### src/rtl/alu_pkg.sv
// alu_pkg: op codes and FSM state encoding shared by the sequential ALU
package alu_pkg;
    localparam logic [1:0] OP_ADD = 2'b00;
    localparam logic [1:0] OP_SUB = 2'b01;
    localparam logic [1:0] OP_MUL = 2'b10;
    localparam logic [1:0] OP_DIV = 2'b11;
    typedef enum logic [1:0] {
        ST_IDLE = 2'd0,
        ST_RUN  = 2'd1,
        ST_DONE = 2'd2
    } state_t;
endpackage

### src/rtl/alu_iter_unit.sv
// alu_iter_unit: WIDTH-step shift-add multiplier / restoring divider datapath
module alu_iter_unit #(
    parameter int WIDTH = 8
) (
    input  logic             clk,
    input  logic             rst,
    input  logic             start,
    input  logic             div,
    input  logic [WIDTH-1:0] a,
    input  logic [WIDTH-1:0] b,
    output logic [WIDTH-1:0] hi_nx,
    output logic [WIDTH-1:0] lo_nx,
    output logic             last
);
    localparam int CW = $clog2(WIDTH + 1);
    logic [WIDTH-1:0] hi_q, hi_d, lo_q, lo_d, m_q, m_d, sub;
    logic [CW-1:0]    cnt_q, cnt_d;
    logic             div_q, div_d, run, fit;
    logic [WIDTH:0]   add, rem;
    // lo holds the multiplier (MUL) or the dividend shifting into the quotient (DIV)
    always_comb begin
        run   = cnt_q != '0;
        add   = {1'b0, hi_q} + (lo_q[0] ? {1'b0, m_q} : '0);
        rem   = {hi_q, lo_q[WIDTH-1]};
        fit   = rem >= {1'b0, m_q};
        sub   = rem[WIDTH-1:0] - m_q;
        hi_nx = div_q ? (fit ? sub : rem[WIDTH-1:0]) : add[WIDTH:1];
        lo_nx = div_q ? {lo_q[WIDTH-2:0], fit} : {add[0], lo_q[WIDTH-1:1]};
        hi_d  = start ? '0 : run ? hi_nx : hi_q;
        lo_d  = start ? (div ? a : b) : run ? lo_nx : lo_q;
        m_d   = start ? (div ? b : a) : m_q;
        div_d = start ? div : div_q;
        cnt_d = start ? CW'(WIDTH) : run ? cnt_q - 1'b1 : cnt_q;
        last  = cnt_q == CW'(1);
    end
    always_ff @(posedge clk or posedge rst) begin
        if (rst) begin
            hi_q  <= '0;
            lo_q  <= '0;
            m_q   <= '0;
            div_q <= 1'b0;
            cnt_q <= '0;
        end else begin
            hi_q  <= hi_d;
            lo_q  <= lo_d;
            m_q   <= m_d;
            div_q <= div_d;
            cnt_q <= cnt_d;
        end
    end
endmodule

### src/rtl/alu_seq.sv
// alu_seq: multi-cycle unsigned ADD/SUB/MUL/DIV with valid/ready handshake
module alu_seq import alu_pkg::*; #(
    parameter int WIDTH = 8
) (
    input  logic               clk,
    input  logic               rst,
    input  logic [2*WIDTH-1:0] in,
    input  logic [1:0]         op_codes,
    input  logic               valid,
    output logic [WIDTH-1:0]   o,
    output logic [WIDTH-1:0]   o_ext,
    output logic               ready,
    output logic               busy,
    output logic               carry,
    output logic               zero,
    output logic               err
);
    state_t           st_q, st_d;
    logic [1:0]       op_q, op_d;
    logic [WIDTH-1:0] o_q, o_d, o_ext_q, o_ext_d, a, b, hi_nx, lo_nx;
    logic             ready_q, ready_d, busy_q, busy_d, carry_q, carry_d;
    logic             zero_q, zero_d, err_q, err_d, start, last;
    logic [WIDTH:0]   sum, dif;
    assign a = in[2*WIDTH-1:WIDTH];
    assign b = in[WIDTH-1:0];
    alu_iter_unit #(.WIDTH(WIDTH)) u_iter (
        .clk   (clk),
        .rst   (rst),
        .start (start),
        .div   (op_codes[0]),
        .a     (a),
        .b     (b),
        .hi_nx (hi_nx),
        .lo_nx (lo_nx),
        .last  (last)
    );
    // DONE lasts two cycles: one to raise ready, one to drop it and release busy
    always_comb begin
        sum     = {1'b0, a} + {1'b0, b};
        dif     = {1'b0, a} - {1'b0, b};
        st_d    = st_q;
        op_d    = op_q;
        o_d     = o_q;
        o_ext_d = o_ext_q;
        ready_d = 1'b0;
        busy_d  = busy_q;
        carry_d = carry_q;
        zero_d  = zero_q;
        err_d   = err_q;
        start   = 1'b0;
        case (st_q)
            ST_IDLE: if (valid) begin
                busy_d = 1'b1;
                op_d   = op_codes;
                start  = op_codes == OP_MUL || (op_codes == OP_DIV && b != '0);
                st_d   = start ? ST_RUN : ST_DONE;
                if (!start) begin
                    o_d     = op_codes == OP_ADD ? sum[WIDTH-1:0] :
                              op_codes == OP_SUB ? dif[WIDTH-1:0] : '1;
                    o_ext_d = op_codes == OP_DIV ? a : '0;
                    carry_d = op_codes == OP_ADD ? sum[WIDTH] : op_codes == OP_SUB && dif[WIDTH];
                    err_d   = op_codes == OP_DIV;
                    zero_d  = op_codes == OP_ADD ? sum[WIDTH-1:0] == '0 :
                              op_codes == OP_SUB && dif[WIDTH-1:0] == '0;
                end
            end
            ST_RUN: if (last) begin
                st_d    = ST_DONE;
                o_d     = lo_nx;
                o_ext_d = hi_nx;
                carry_d = 1'b0;
                err_d   = 1'b0;
                zero_d  = lo_nx == '0 && (op_q == OP_DIV || hi_nx == '0);
            end
            ST_DONE: begin
                ready_d = !ready_q;
                busy_d  = !ready_q;
                st_d    = ready_q ? ST_IDLE : ST_DONE;
            end
            default: st_d = ST_IDLE;
        endcase
    end
    always_ff @(posedge clk or posedge rst) begin
        if (rst) begin
            st_q    <= ST_IDLE;
            op_q    <= OP_ADD;
            o_q     <= '0;
            o_ext_q <= '0;
            ready_q <= 1'b0;
            busy_q  <= 1'b0;
            carry_q <= 1'b0;
            zero_q  <= 1'b0;
            err_q   <= 1'b0;
        end else begin
            st_q    <= st_d;
            op_q    <= op_d;
            o_q     <= o_d;
            o_ext_q <= o_ext_d;
            ready_q <= ready_d;
            busy_q  <= busy_d;
            carry_q <= carry_d;
            zero_q  <= zero_d;
            err_q   <= err_d;
        end
    end
    assign o     = o_q;
    assign o_ext = o_ext_q;
    assign ready = ready_q;
    assign busy  = busy_q;
    assign carry = carry_q;
    assign zero  = zero_q;
    assign err   = err_q;
endmodule

### config.mk
export PLATFORM = sky130hd
export DESIGN_NAME = alu_seq
export DESIGN_NICKNAME = d
export VERILOG_FILES = /design/src/rtl/alu_pkg.sv /design/src/rtl/alu_iter_unit.sv /design/src/rtl/alu_seq.sv
export SDC_FILE = /design/constraint.sdc
export NUM_CORES = 1
export LEC_CHECK = 0
export BUFFER_PORTS_ARGS = -buffer_cell sky130_fd_sc_hd__buf_4
export CORE_ASPECT_RATIO = 1.25
export CORE_MARGIN = 1
export CORE_UTILIZATION = 35
export DETAILED_ROUTE_END_ITERATION = 10
export PLACE_DENSITY = 0.5
export SYNTH_ARGS = -nofsm -noshare
export SYNTH_HDL_FRONTEND = slang
export SYNTH_SLANG_ARGS = --single-unit
export TNS_END_PERCENT = 5
### constraint.sdc
create_clock -name clk -period 4.91 [get_ports clk]
set_input_delay 0.7365 -clock clk [delete_from_list [all_inputs] [get_ports clk]]
set_output_delay 0.7365 -clock clk [all_outputs]
set_load 0.01 [all_outputs]
## Word level (Yosys, flattened, before mapping)

Cells that the tools add are included.

- Reductions and logical operators: 22
- Eq/ne operators: 10
- Mux-type cells: 46
- Order comparisons: 1
- Add/subtract/negate cells: 5

Operator list:

| cell | count |
|---|---|
| $mux 8 | 19 |
| $logic_not 8->1 | 4 |
| $pmux 8 s2 | 2 |
| $mux 1 | 14 |
| $add 8x8->9 | 1 |
| $add 8x9->9 | 1 |
| $ge 9x8->1 | 1 |
| $sub 8x8->9 | 1 |
| $eq 2x2->1 const B | 4 |
| $mux 2 | 4 |
| $mux 4 | 2 |
| $pmux 1 s2 | 4 |
| $reduce_bool 8->1 | 1 |
| $sub 8x8->8 | 1 |
| $ne 2x2->1 const B | 3 |
| $pmux 2 s3 | 1 |
| $reduce_and 2->1 | 3 |
| $reduce_bool 2->1 | 3 |
| $eq 2x1->1 const B | 2 |
| $eq 4x1->1 const B | 1 |
| $logic_and 1x1->1 | 4 |
| $logic_not 2->1 | 2 |
| $reduce_and 4->1 | 1 |
| $reduce_bool 4->1 | 1 |
| 3 further kinds | 4 |

- Bits of input ports: 21
- Output and inout bits: 21
- Word-level logic and storage cells: 98
- Bits in registers: 54

## Depth between registers and ports, before layout

Gate-level depths: netlist of run 1.

- Depth in word-level cells: 8
- Depth in mapped cells: 13

## Hierarchy

Synthesis of run 1 repeated with hierarchy kept, for this count alone.

- Cell total of the unflattened synthesis: 497
- Area, all modules: 4445.5 um^2

Modules (own cells, without submodules):

| module | cells an instance | seq. area each (um^2) | times used | area each (um^2) |
|---|---|---|---|---|
| alu_iter_unit | 272 | 725.7 | 1 | 2462.4 |
| alu_seq | 225 | 625.6 | 1 | 1983.2 |

## Worst setup path after synthesis of run 1

Ideal clock, no wire load.

- Path kind: input to register
- From: in in[8]
- To: reg zero_q, in the netlist zero
- Arrival: 2.646 ns
- Data required time: 4.844 ns
- Cell stages on the path: 11
- Library setup time: 0.066 ns
- Slack: 2.198 ns
- Cells stage by stage: inv_1 -> ha_1 -> fa_1 -> nand2b_1 -> a211oi_2 -> o311a_1 -> nor3_1 -> nor4bb_1 -> a22oi_1 -> o31ai_1 -> a41o_1

- Cells in the longest elaborated chain, start to end: 7

RTL lines:

| item | line | text |
|---|---|---|
| from (decl) | alu_seq.sv:7 | `input logic [2*WIDTH-1:0] in,` |
| $sub 8x8->9 | alu_seq.sv:40 | `dif = {1'b0, a} - {1'b0, b};` |
| $logic_not 8->1 | alu_seq.sv:64 | `op_codes == OP_SUB && dif[WIDTH-1:0] == '0;` |
| $logic_and 1x1->1 | alu_seq.sv:64 |  |
| $mux 1 * | alu_seq.sv:63 | `zero_d = op_codes == OP_ADD ? sum[WIDTH-1:0] == '0 :` |
| $mux 1 * | alu_seq.sv:57 | `if (!start) begin` |
| $mux 1 * | alu_seq.sv:52 | `ST_IDLE: if (valid) begin` |
| $pmux 1 s2 * | alu_seq.sv:51 | `case (st_q)` |
| to (signal assigned) | alu_seq.sv:102 | `zero_q <= zero_d;` |
| to (decl) | alu_seq.sv:22 | `logic zero_q, zero_d, err_q, err_d, start, last;` |

Every way passes the cells marked *; elsewhere a longest branch is shown, timed or not. The select of a mux whose other input is x is not followed.
A chain may end at the register's enable or synchronous reset.

## Worst setup path in the final report of run 1

Same ends and word-level chain as after synthesis.

==> qor.csv, run 1 <==
stage;metric;value;unit
route;drt_first_pass_iters;4;
worst_setup_path;reg2reg_depth;11;
worst_setup_path;critical_path.endpoint_type;register;
pwr;power_frac_clock;10.6;%
synth;synth_top_area_cell;sky130_fd_sc_hd__dfrtp_1;
timing;rsz_0062_raised_after_global_routing;false;
synth;yosysWarningCount;0;
grt;grt_pass1_vias;3929;
worst_setup_path;crit_fanout;5;
synth;synthArstFlopShare;100;%
cts;clk_pin_slew;0.08;ns
floorplan;core_area;12300;um2
pwr;switching_share;48.6;%
worst_setup_path;worst-setup-path-type;input pin to register;
route;detail_route.iter0.violations;206;
cts;clock_tree.root_cell;sky130_fd_sc_hd__clkbuf_16;
grt;antenna_found_initial;0;
cts;postCtsSetupBuffers;0;
worst_setup_path;count_of_buffering_cells_on_the_critical_path_with_inverters_included;2;
worst_hold_path;min_from;o[2]$_DFFE_PP0P_;
synth;edff_count_synth;0;
timing;max_transition_margin;42.5;%
pwr;power.internal;1800;uW
floorplan;ios;42;
cts;clock_tree.htree_level_count;2;
timing;final_max_slew_viol_count;0;
route;routedWlPerCell;18.7;um
worst_setup_path;crit_path_top_delay_cell;sky130_fd_sc_hd__fa_1;
synth;ys_ff_latch;54;
final_layout;drive_above_1_share;15.7;%
pwr;combPwrFrac;64.2;%
worst_setup_path;critPathMaxStageDelay;0.43;ns
timing;worstMarginPinSlew;0.861;ns
worst_setup_path;required;5.15;ns
route;dr_total_vias;3830;
route;drtAntennaViolNets;0;
worst_hold_path;holdPathEnd;o[2]$_DFFE_PP0P_;
worst_hold_path;timing.hold.worst.class;register to register;
worst_setup_path;r2r-end;zero$_DFFE_PP0P_;
synth;synth_area_per_cell;8.73;um2
floorplan;die_y;128;um
synth;synth_nets;572;
placement;numPortBuffers;41;
cts;clockBufferDepth;2;
final_layout;final_core_utilization;41.2;%
cts;clock_insertion_delay_worst_skew;0.30;ns
cts;cts_tree;built;
synth;netlist-cell-type-count;70;
cts;ctsResizeCount;0;
pwr;sequentialPowerShare;25.1;%
cts;hold_buffers;0;
cts;cts-buffers-inserted;5;
outcome;outcome;complete, no violations;
job;cap_violations;0;
synth;postSynth.topFlopCell;sky130_fd_sc_hd__dfrtp_1;
floorplan;floorplan.die.width;103;um
floorplan;initial_core_util;36.4;%
grt;globalRouteTotalUtil;21.3;%
placement;gpl.final_weighted_congestion;0.937;
route;routed_wl;13200;um
pwr;power.density;692;nW/um2
placement;hpwlAfterDp;10300;um
pwr;power.ir.vdd_worst;268;uV
final_layout;antenna-diode-count;0;
synth;synthCells;512;
cts;numClockSinks;54;
grt;global_route_wire_length_before_repair;21300;um
timing;setup_total_negative_slack;0;ns
timing;finalCritPeriodShare;61.1;%
timing;finalHoldViolCount;0;
synth;post_synth_instance_area;4470;um2
synth;synth-seq-area-share;30.2;%
worst_setup_path;critical-path-top-delay-family;compound AO/OA/AOI/OAI gates;
floorplan;design.die.area;13200;um2
synth;netlist_top_cells_count;sky130_fd_sc_hd__dfrtp_1 (54), sky130_fd_sc_hd__nand2_1 (49), sky130_fd_sc_hd__nor2_1 (46);
synth;synthMostInstantiatedCell;sky130_fd_sc_hd__dfrtp_1;
timing;finalSetupViolCount;0;
worst_setup_path;worst-endpoint-arrival;3.24;ns
synth;synth_area_leaders;sky130_fd_sc_hd__dfrtp_1 (30%), sky130_fd_sc_hd__ha_1 (9.8%), sky130_fd_sc_hd__mux2i_1 (6.0%), sky130_fd_sc_hd__nand2_1 (4.1%), sky130_fd_sc_hd__nor2_1 (3.9%);
floorplan;floorplan.rows;45;
timing;fin_skew;0.0133;ns
grt;grt_overflow_total;0;
route;drc_errors;0;
worst_hold_path;hold_path_depth;1;
worst_setup_path;critical_path.startpoint_type;input pin;
final_layout;flow.area_growth_from_synthesis;13.1;%
worst_setup_path;r2r_slack;2.05;ns
worst_setup_path;crit_chain;buf_4 > inv_1 > ha_1 > fa_1 > nand2b_1 > a211oi_2 > o311a_1 > nor3_1 > nor4bb_1 > a22oi_1 > o31ai_1 > a41o_1;
worst_setup_path;crit-reg2reg-launch;u_iter.lo_q[0]$_DFFE_PP0P_;
pwr;power_leakage;0.00230;uW
final_layout;nets;600;
synth;yosys.area.top_type_share;30.2;%
timing;max_freq;333;MHz
route;avgViaCountPerCell;5.43;
grt;grt_max_degree;55;
timing;timing.final.crit_period;3.00;ns
pwr;power.switching;1700;uW
-- metrics by stage --
| step | hold slack (ns) | cell area (um2) | cells | power (uW) | worst slack (ns) |
|---|---|---|---|---|---|
| final | 0.483 | 5060 | 705 | 3500 | 1.91 |
| after global routing | 0.495 | 5060 | 705 | 3810 | 1.81 |
| after CTS | 0.486 | 5060 | 705 | 3520 | 1.93 |
| after detailed placement | 0.469 | 4900 | 697 | 3140 | 1.63 |
| after global placement | 0.467 | 4900 | 697 | 3130 | 1.69 |
| after floorplan | 0.450 | 4470 | 512 | 2480 | 2.20 |
-- cell families after synthesis --
family | synth area share, %
multiplexers | 7.05
flip-flops | 30.2
buffers and inverters | 5.26
adder cells (fa/ha/maj) | 11.6
AND/OR/NAND/NOR | 17.6
XOR/XNOR | 4.70
AO/OA/AOI/OAI | 23.6
-- power by group through the flow --
stage | clock network [uW] | logic (uW) | registers [uW]
5_1_grt | 405 | 2490 | 910
2_1_floorplan | 0 | 1650 | 831
3_3_place_gp | 0 | 2240 | 888
6_report | 372 | 2250 | 879
3_5_place_dp | 0 | 2250 | 890
4_1_cts | 383 | 2260 | 881
-- state kept, by name, summed over array words and instances, names as in the netlist --
| signal | cells |
|---|---|
| carry | 1 |
| st_q | 2 |
| o | 8 |
| u_iter.lo_q | 8 |
| u_iter.hi_q | 8 |
| busy | 1 |
| err | 1 |
| ready | 1 |
| u_iter.div_q | 1 |
| zero | 1 |
| o_ext | 8 |
| u_iter.cnt_q | 4 |
| op_q | 2 |
| u_iter.m_q | 8 |
-- cell usage in the layout (no fill, tap or decap), drive strengths merged, types with 2 or more instances in the layout --
cell and count:
a211oi 12, a21o 9, a21oi 27, a221oi 4
a22o 3, a22oi 3, a31oi 8, and2 11
and3 4, buf 45, clkbuf 5, dfrtp 54
fa 4, ha 35, inv 36, mux2 4
mux2i 27, nand2 51, nand2b 5, nand3 3
nor2 47, nor2b 4, nor3 19, nor3b 4
nor4 4, nor4bb 2, o211ai 10, o21a 4
o21ai 38, o221ai 8, o31a 2, o31ai 2
or2 4, xnor2 17, xor2 7
-- final cells by class --
cell class              count  area, um2
clock inverters             3       26.3
fillers                  1283       7220
multi-input cells         400       2880
well taps                 164        205
inverters                  34        128
repair buffers             45        338
flip-flops and latches     54       1350
clock buffers               5        125
-- worst max-delay path by stage --
stage,from,to,slack [ns],depth (start not counted)
floorplan,in[8],zero$_DFFE_PP0P_,2.20,11
global placement,in[0],zero$_DFFE_PP0P_,1.69,11
detailed placement,in[8],zero$_DFFE_PP0P_,1.63,12
finish,in[8],zero$_DFFE_PP0P_,1.91,12
global route,u_iter.lo_q[0]$_DFFE_PP0P_,zero$_DFFE_PP0P_,1.81,11
CTS,in[8],zero$_DFFE_PP0P_,1.93,12
-- routing by layer --
layer / up-vias / GRT usage (%) / share of wire (%)
li1: 1898 / - / -
met3: 25 / 1.90 / 1.8
met4: 0 / 9.44 / 3.6
met2: 65 / 36.5 / 51
met1: 1842 / 27.1 / 44
met5: - / 0 / 0
(Power assumes the default switching activity.)
==> run 2: changes to the inputs <==
==> constraint.sdc (replaced) <==
create_clock -name clk -period 2.8 [get_ports clk]
set_input_delay 0.42 -clock clk [delete_from_list [all_inputs] [get_ports clk]]
set_output_delay 0.42 -clock clk [all_outputs]
set_load 0.01 [all_outputs]
==> run 2 against run 1 <==
Net effect:
- sequential power increased by 74%
- final cell count grew 3.7%
- hold slack lost 0.13 ns
- critical path type is now register to register
- highest routed layer unchanged
- clock skew decreased by 0.0053 ns
- largest power group unchanged
- non-clock buffer count grew 26
- flip-flop and latch count is the same
- largest cell class unchanged
- count of clock-buffer cells in the layout is the same
==> qor.csv, run 2 (synthesized netlist as in run 1, its figures left out) <==
stage;metric;value;unit;change
outcome;outcome;complete, no violations;;
job;cap_violations;0;;unchanged
floorplan;die_y;128;um;unchanged
floorplan;floorplan.die.width;103;um;unchanged
cts;cts_tree;built;;
cts;cts-buffers-inserted;5;;unchanged
worst_setup_path;critical_path.startpoint_type;register;;
timing;finalHoldViolCount;0;;unchanged
final_layout;drive_above_1_share;20.1;%;+4.4 points
worst_setup_path;crit_fanout;4;;-1
cts;clock_insertion_delay_worst_skew;0.30;ns;about the same
pwr;power.switching;3070;uW;+80%
worst_setup_path;required;3.05;ns;-2.10 ns
cts;numClockSinks;54;;unchanged
final_layout;nets;626;;+4.3%
worst_hold_path;timing.hold.worst.class;input pin to asynchronous set/reset pin;;
worst_setup_path;worst-setup-path-type;register to register;;
grt;globalRouteTotalUtil;22.4;%;+1.1 points
pwr;switching_share;46.9;%;-1.7 points
worst_setup_path;reg2reg_depth;10;;-1
route;detail_route.iter0.violations;205;;-0.49%
timing;timing.final.crit_period;2.72;ns;
cts;clk_pin_slew;0.08;ns;about the same
timing;fin_skew;0.00800;ns;-0.00528 ns
grt;grt_overflow_total;0;;unchanged
worst_setup_path;critical_path.endpoint_type;register;;
floorplan;ios;42;;unchanged
timing;finalSetupViolCount;0;;unchanged
cts;clock_tree.htree_level_count;2;;unchanged
final_layout;antenna-diode-count;0;;unchanged
grt;antenna_found_initial;0;;unchanged
worst_setup_path;r2r-end;zero$_DFFE_PP0P_;;
floorplan;initial_core_util;36.4;%;unchanged
route;dr_total_vias;4014;;+4.8%
timing;setup_slack;0.0760;ns;-1.83 ns
floorplan;floorplan.rows;45;;unchanged
route;avgViaCountPerCell;5.49;;+1.1%
timing;worstMarginPinSlew;1.01;ns;+0.146 ns
route;routedWlPerCell;18.9;um;+1.1%
timing;max_freq;367;MHz;
grt;global_route_wire_length_before_repair;22200;um;+4.1%
pwr;power.density;1240;nW/um2;+79%
final_layout;final_common_cell;sky130_fd_sc_hd__buf_4;;
timing;whs;0.358;ns;-0.125 ns
pwr;power.ir.vdd_worst;410;uV;+53%
route;drc_errors;0;;unchanged
pwr;power_frac_clock;11.6;%;+1.0 points
final_layout;most-common-layout-cells;sky130_fd_sc_hd__buf_4 (71), sky130_fd_sc_hd__dfrtp_1 (53), sky130_fd_sc_hd__nand2_1 (49), sky130_fd_sc_hd__nor2_1 (46), sky130_fd_sc_hd__ha_1 (35);;
placement;hpwlAfterDp;10900;um;+5.4%
worst_setup_path;crit-reg2reg-launch;u_iter.m_q[4]$_DFFE_PP0P_;;
route;routed_wl;13900;um;+4.9%
final_layout;design_area;5290;um2;+4.6%
cts;clockBufferDepth;2;;unchanged
timing;max_transition_margin;32.8;%;-9.7 points
floorplan;core_area;12300;um2;unchanged
pwr;sequentialPowerShare;23.4;%;-1.7 points
cts;clock_tree.root_cell;sky130_fd_sc_hd__clkbuf_16;;
pwr;power.internal;3470;uW;+93%
timing;rsz_0062_raised_after_global_routing;true;;
placement;gpl.final_weighted_congestion;0.854;;-8.9%
timing;finalCritPeriodShare;97.3;%;
placement;numPortBuffers;41;;unchanged
route;drt_first_pass_iters;6;;+2
pwr;power_leakage;0.00244;uW;+6.0%
placement;post_placement_cell_area;5090;um2;+3.8%
floorplan;design.die.area;13200;um2;unchanged
worst_setup_path;r2r_slack;0.08;ns;-1.97 ns
timing;final_max_slew_viol_count;0;;unchanged
final_layout;flow.area_growth_from_synthesis;18.3;%;
route;drtAntennaViolNets;0;;unchanged
pwr;combPwrFrac;65.0;%;+0.8 points
placement;dp_slack;-0.134;ns;-1.76 ns
worst_setup_path;worst-endpoint-arrival;2.97;ns;-0.27 ns
grt;grt_pass1_vias;4130;;+5.1%
grt;grt_max_degree;46;;-16%
[run 2: repair_timing]
action                                  4_1_cts  5_1_grt
pin swaps                                     1        2
resized for setup                             0        3
hold buffers                                  0        0
buffers inserted                              0        1
endpoints found under the setup margin        1        2
[run 2: power by group through the flow]
| stage | logic [uW] | clock network (uW) | registers, uW |
|---|---|---|---|
| 6_report | 4250 | 758 | 1530 |
| 5_1_grt | 4690 | 794 | 1580 |
| 4_1_cts | 4240 | 767 | 1520 |
| 3_5_place_dp | 4220 | 0 | 1530 |
| 3_3_place_gp | 4180 | 0 | 1530 |
| 2_1_floorplan | 2900 | 0 | 1460 |
[run 2: per-stage QoR]
stage	power, uW	TNS [ns]	cells	util, %
6_report	6540	0	731	43.1
5_1_grt	7060	-0.0332	731	43.1
4_1_cts	6530	0	730	42.9
3_5_place_dp	5750	-0.137	722	41.5
3_3_place_gp	5710	-0.0702	722	41.5
2_1_floorplan	4360	0	512	-
[run 2: worst max-delay path, stage by stage, from the launching register on]
cell and delay [ns]:
sky130_fd_sc_hd__dfrtp_1 0.43, sky130_fd_sc_hd__inv_1 0.07, sky130_fd_sc_hd__ha_1 0.34, sky130_fd_sc_hd__and2_1 0.19
sky130_fd_sc_hd__a311o_1 0.32, sky130_fd_sc_hd__o221ai_4 0.24, sky130_fd_sc_hd__a31oi_2 0.17, sky130_fd_sc_hd__nor4_2 0.29
sky130_fd_sc_hd__buf_4 0.17, sky130_fd_sc_hd__nor4b_2 0.24, sky130_fd_sc_hd__a41o_1 0.20
[run 2: area by class of cell]
| cell class | count | area [um2] |
|---|---|---|
| fill | 1294 | 6990 |
| clock inverter | 3 | 47.5 |
| clock buffer | 5 | 125 |
| tap | 164 | 205 |
| multi-input combinational | 400 | 2900 |
| inverter | 34 | 128 |
| sequential | 54 | 1350 |
| timing repair buffer | 71 | 533 |
[run 2: layer usage]
layer	vias up	wire length [um]	part of all wire, %	global-route usage [%]
met4	0	469	3.4	9.44
met2	72	7150	52	39.9
li1	1944	-	-	-
met5	-	0	0	0
met1	1976	5990	43	27.5
met3	22	235	1.7	1.63
[run 2: worst max-delay path by stage]
stage / to / from / slack [ns] / depth (start not counted)
final: zero$_DFFE_PP0P_ / u_iter.m_q[4]$_DFFE_PP0P_ / 0.08 / 10
after global routing: zero$_DFFE_PP0P_ / u_iter.m_q[4]$_DFFE_PP0P_ / -0.03 / 12
after floorplan: o_ext[6]$_DFFE_PP0P_ / u_iter.lo_q[0]$_DFFE_PP0P_ / 0.30 / 11
after global placement: zero$_DFFE_PP0P_ / in[1] / -0.07 / 11
after detailed placement: zero$_DFFE_PP0P_ / in[1] / -0.13 / 11
after CTS: zero$_DFFE_PP0P_ / u_iter.m_q[4]$_DFFE_PP0P_ / 0.02 / 9
==> run 3: changes to the inputs <==
--- a/config.mk
+++ b/config.mk
@@ -6,12 +6,12 @@
 export NUM_CORES = 1
 export LEC_CHECK = 0
 export BUFFER_PORTS_ARGS = -buffer_cell sky130_fd_sc_hd__buf_4
-export CORE_ASPECT_RATIO = 1.25
 export CORE_MARGIN = 1
 export CORE_UTILIZATION = 35
 export DETAILED_ROUTE_END_ITERATION = 10
 export PLACE_DENSITY = 0.5
 export SYNTH_ARGS = -nofsm -noshare
 export SYNTH_HDL_FRONTEND = slang
+export SYNTH_HIERARCHICAL = 1
 export SYNTH_SLANG_ARGS = --single-unit
 export TNS_END_PERCENT = 5
==> run 3 against run 2 <==
Net effect:
- the run now ends with setup timing left
- largest power group unchanged
- design area is 6.3% higher
- combinational power is 28% higher
- total power is 15% higher
- highest routed layer unchanged
- clock power is 14% lower
- non-clock buffer count is 39 higher
- count of clock-buffer cells in the layout is 1 higher
==> qor.csv, run 3 <==
stage;metric;value;unit;change
cts;clock_insertion_delay_worst_skew;0.30;ns;about the same
placement;hpwlAfterDp;10200;um;-6.3%
synth;edff_count_synth;0;;unchanged
grt;grt_pass1_vias;3856;;-6.6%
synth;synth_nets;557;;-2.6%
synth;synthArstFlopShare;100;%;unchanged
timing;worstMarginPinSlew;0.767;ns;-0.240 ns
pwr;power.density;1340;nW/um2;+8.6%
outcome;outcome;finished with violations;;
synth;synthMostInstantiatedCell;sky130_fd_sc_hd__dfrtp_1;;
route;detail_route.iter0.violations;321;;+57%
synth;synth_area_per_cell;8.94;um2;+2.5%
synth;post_synth_instance_area;4450;um2;-0.53%
synth;synthCells;497;;-2.9%
synth;netlist-cell-type-count;68;;-2.9%
worst_setup_path;critical_path.startpoint_type;register;;
synth;postSynth.topFlopCell;sky130_fd_sc_hd__dfrtp_1;;
cts;clock_tree.htree_level_count;2;;unchanged
synth;yosysWarningCount;6;;+6
route;drt_first_pass_iters;5;;-1
grt;antenna_found_initial;0;;unchanged
grt;grt_overflow_total;0;;unchanged
pwr;power.ir.vdd_worst;500;uV;+22%
final_layout;drive_above_1_share;27.7;%;+7.6 points
cts;numClockSinks;54;;unchanged
timing;finalCritPeriodShare;106;%;+8.4 points
floorplan;floorplan.die.width;115;um;+11%
synth;synth_area_leaders;sky130_fd_sc_hd__dfrtp_1 (30%), sky130_fd_sc_hd__ha_1 (9.9%), sky130_fd_sc_hd__mux2i_1 (4.7%), sky130_fd_sc_hd__mux2_2 (4.1%), sky130_fd_sc_hd__nor2_1 (4.1%);;
job;cap_violations;0;;unchanged
placement;dp_slack;-0.255;ns;-0.122 ns
placement;gpl.final_weighted_congestion;0.825;;-3.4%
synth;yosys.area.top_type_share;30.4;%;+0.16 points
timing;rsz_0062_raised_after_global_routing;true;;
synth;synth-seq-area-share;30.4;%;+0.16 points
floorplan;die_y;115;um;-11%
route;dr_total_vias;4002;;-0.30%
cts;clockBufferDepth;2;;unchanged
worst_setup_path;worst-endpoint-arrival;3.20;ns;+0.23 ns
cts;cts_tree;built;;
synth;netlist_top_cells_count;sky130_fd_sc_hd__dfrtp_1 (54), sky130_fd_sc_hd__nor2_1 (48), sky130_fd_sc_hd__inv_1 (39);;
cts;clock_tree.root_cell;sky130_fd_sc_hd__clkbuf_16;;
final_layout;antenna-diode-count;0;;unchanged
cts;hold_buffers;0;;unchanged
worst_setup_path;critical_path.endpoint_type;register;;
worst_setup_path;worst-setup-path-type;register to register;;
floorplan;core_area;12200;um2;-0.51%
final_layout;most-common-layout-cells;sky130_fd_sc_hd__buf_4 (109), sky130_fd_sc_hd__dfrtp_1 (54), sky130_fd_sc_hd__nor2_1 (46), sky130_fd_sc_hd__inv_1 (38), sky130_fd_sc_hd__ha_1 (34);;
worst_setup_path;required;3.04;ns;about the same
timing;final_max_slew_viol_count;0;;unchanged
timing;whs;0.177;ns;-0.181 ns
floorplan;ios;42;;unchanged
final_layout;final_core_utilization;46.0;%;+2.9 points
timing;setup_slack;-0.159;ns;-0.235 ns
floorplan;design.die.area;13200;um2;-0.54%
floorplan;initial_core_util;36.4;%;about the same
worst_setup_path;crit_fanout;3;;-1
placement;numPortBuffers;41;;unchanged
cts;cts-buffers-inserted;5;;unchanged
timing;max_freq;338;MHz;-7.9%
grt;globalRouteTotalUtil;21.3;%;-1.1 points
grt;grt_max_degree;33;;-28%
synth;ys_ff_latch;54;;unchanged
route;drc_errors;0;;unchanged
route;avgViaCountPerCell;5.26;;-4.2%
final_layout;final_common_cell;sky130_fd_sc_hd__buf_4;;
floorplan;floorplan.rows;40;;-11%
timing;finalSetupViolCount;2;;+2
synth;synth_top_area_cell;sky130_fd_sc_hd__dfrtp_1;;
route;drtAntennaViolNets;0;;unchanged
timing;fin_skew;0.00648;ns;-0.00152 ns
grt;global_route_wire_length_before_repair;21400;um;-3.6%
timing;finalHoldViolCount;0;;unchanged
final_layout;nets;652;;+4.2%
worst_hold_path;timing.hold.worst.class;input pin to asynchronous set/reset pin;;
cts;clk_pin_slew;0.08;ns;about the same
outcome;failed_checks;setup timing;;
route;routed_wl;13200;um;-5.0%
pwr;power_leakage;0.00277;uW;+13%
final_layout;flow.area_growth_from_synthesis;26.4;%;
pwr;report.power.total;7540;uW;+15%
route;routedWlPerCell;17.3;um;-8.8%
timing;timing.final.crit_period;2.96;ns;+0.235 ns
timing;max_transition_margin;48.8;%;+16 points
-- run 3: cell count changes in the layout (fill, tap and decap cells not counted), moves of 6 or more --
| cell | before | now |
|---|---|---|
| sky130_fd_sc_hd__mux2_2 | 4 | 16 |
| sky130_fd_sc_hd__mux2i_1 | 27 | 21 |
| sky130_fd_sc_hd__a222oi_1 | 0 | 8 |
| sky130_fd_sc_hd__o22ai_1 | 0 | 6 |
| sky130_fd_sc_hd__buf_4 | 71 | 109 |
| sky130_fd_sc_hd__nand3b_1 | 0 | 6 |
| sky130_fd_sc_hd__o21ai_0 | 31 | 23 |
| sky130_fd_sc_hd__nand2_1 | 49 | 25 |
| sky130_fd_sc_hd__nor3_1 | 19 | 7 |
| sky130_fd_sc_hd__xnor2_1 | 17 | 10 |
| sky130_fd_sc_hd__a211oi_1 | 9 | 3 |
| sky130_fd_sc_hd__o221ai_1 | 6 | 0 |
| sky130_fd_sc_hd__inv_1 | 30 | 38 |
-- run 3: what timing repair did --
action,in CTS,in global routing
pin swaps,8,15
endpoints found under the setup margin,1,3
buffers inserted,5,4
resized for setup,9,8
-- run 3: power by group --
group / leakage [uW] / switching (uW) / internal, uW
Sequential: 0.000660 / 305 / 1150
Combinational: 0.00204 / 2670 / 2770
Clock: 0.0000675 / 312 / 337
-- run 3: layer usage --
layer  share of wire [%]  vias to the layer above  global-route usage (%)  wire length, um
li1                    -                     1989                       -                -
met1                  51                     1898                    32.6             6690
met2                  44                      105                    32.3             5810
met3                 4.2                       10                    2.28              546
met4                0.87                        0                    3.98              115
met5                   0                        -                       0                0
-- run 3: cell type report --
cell class	count	area, um2
clock buffer	6	129
clock inverter	2	16.3
multi-input combinational	382	2930
timing repair buffer	110	838
inverter	39	146
tap	168	210
sequential	54	1350
fill	1237	6590
-- run 3: worst max-delay path: stages, from the launching register on --
cell,delay [ns]
sky130_fd_sc_hd__dfrtp_1,0.39
sky130_fd_sc_hd__and2_1,0.16
sky130_fd_sc_hd__ha_2,0.18
sky130_fd_sc_hd__fa_2,0.34
sky130_fd_sc_hd__a211o_1,0.27
sky130_fd_sc_hd__o211ai_1,0.15
sky130_fd_sc_hd__a21boi_1,0.12
sky130_fd_sc_hd__xor2_1,0.15
sky130_fd_sc_hd__nor2_1,0.16
sky130_fd_sc_hd__nor2_2,0.08
sky130_fd_sc_hd__nor4_2,0.22
sky130_fd_sc_hd__a22oi_1,0.13
sky130_fd_sc_hd__nor4_1,0.20
sky130_fd_sc_hd__mux2i_1,0.11
sky130_fd_sc_hd__o21ai_1,0.11
sky130_fd_sc_hd__a41o_2,0.11
-- run 3: cell families after synthesis --
| family | Yosys count | share of synthesized area (%) |
|---|---|---|
| AOI/OAI and AO/OA | 135 | 22.2 |
| xor gates and xnor gates | 21 | 4.14 |
| adders and majority gates | 39 | 11.7 |
| buffers and inverters | 61 | 5.57 |
| DFF | 54 | 30.4 |
| muxes | 37 | 8.78 |
| and+or+nand+nor | 150 | 17.3 |
-- run 3: stage by stage --
| step | std cells | setup TNS (ns) | area [um2] |
|---|---|---|---|
| 6_report | 761 | -0.300 | 5620 |
| 2_1_floorplan | 497 | 0 | 4450 |
| 4_1_cts | 757 | -0.237 | 5560 |
| 3_3_place_gp | 744 | -0.231 | 5330 |
| 3_5_place_dp | 744 | -0.255 | 5330 |
| 5_1_grt | 761 | -0.728 | 5620 |
-- run 3: final timing paths --
| kind | start | to | slack (ns) | cells past startpoint |
|---|---|---|---|---|
| worst max-delay path | u_iter/m_q[0]$_DFFE_PP0P_ | zero$_DFFE_PP0P_ | -0.16 | 15 |
| worst min-delay path | rst | o[2]$_DFFE_PP0P_ | 0.18 | 3 |
| worst max register to register | u_iter/m_q[0]$_DFFE_PP0P_ | zero$_DFFE_PP0P_ | -0.16 | 15 |
| worst min register to register | o[6]$_DFFE_PP0P_ | o[6]$_DFFE_PP0P_ | 0.47 | 2 |
| max in group asynchronous | rst | u_iter/lo_q[7]$_DFFE_PP0P_ | 2.29 | 3 |
| min in group clk | in[8] | o_ext[0]$_DFFE_PP0P_ | 0.39 | 3 |
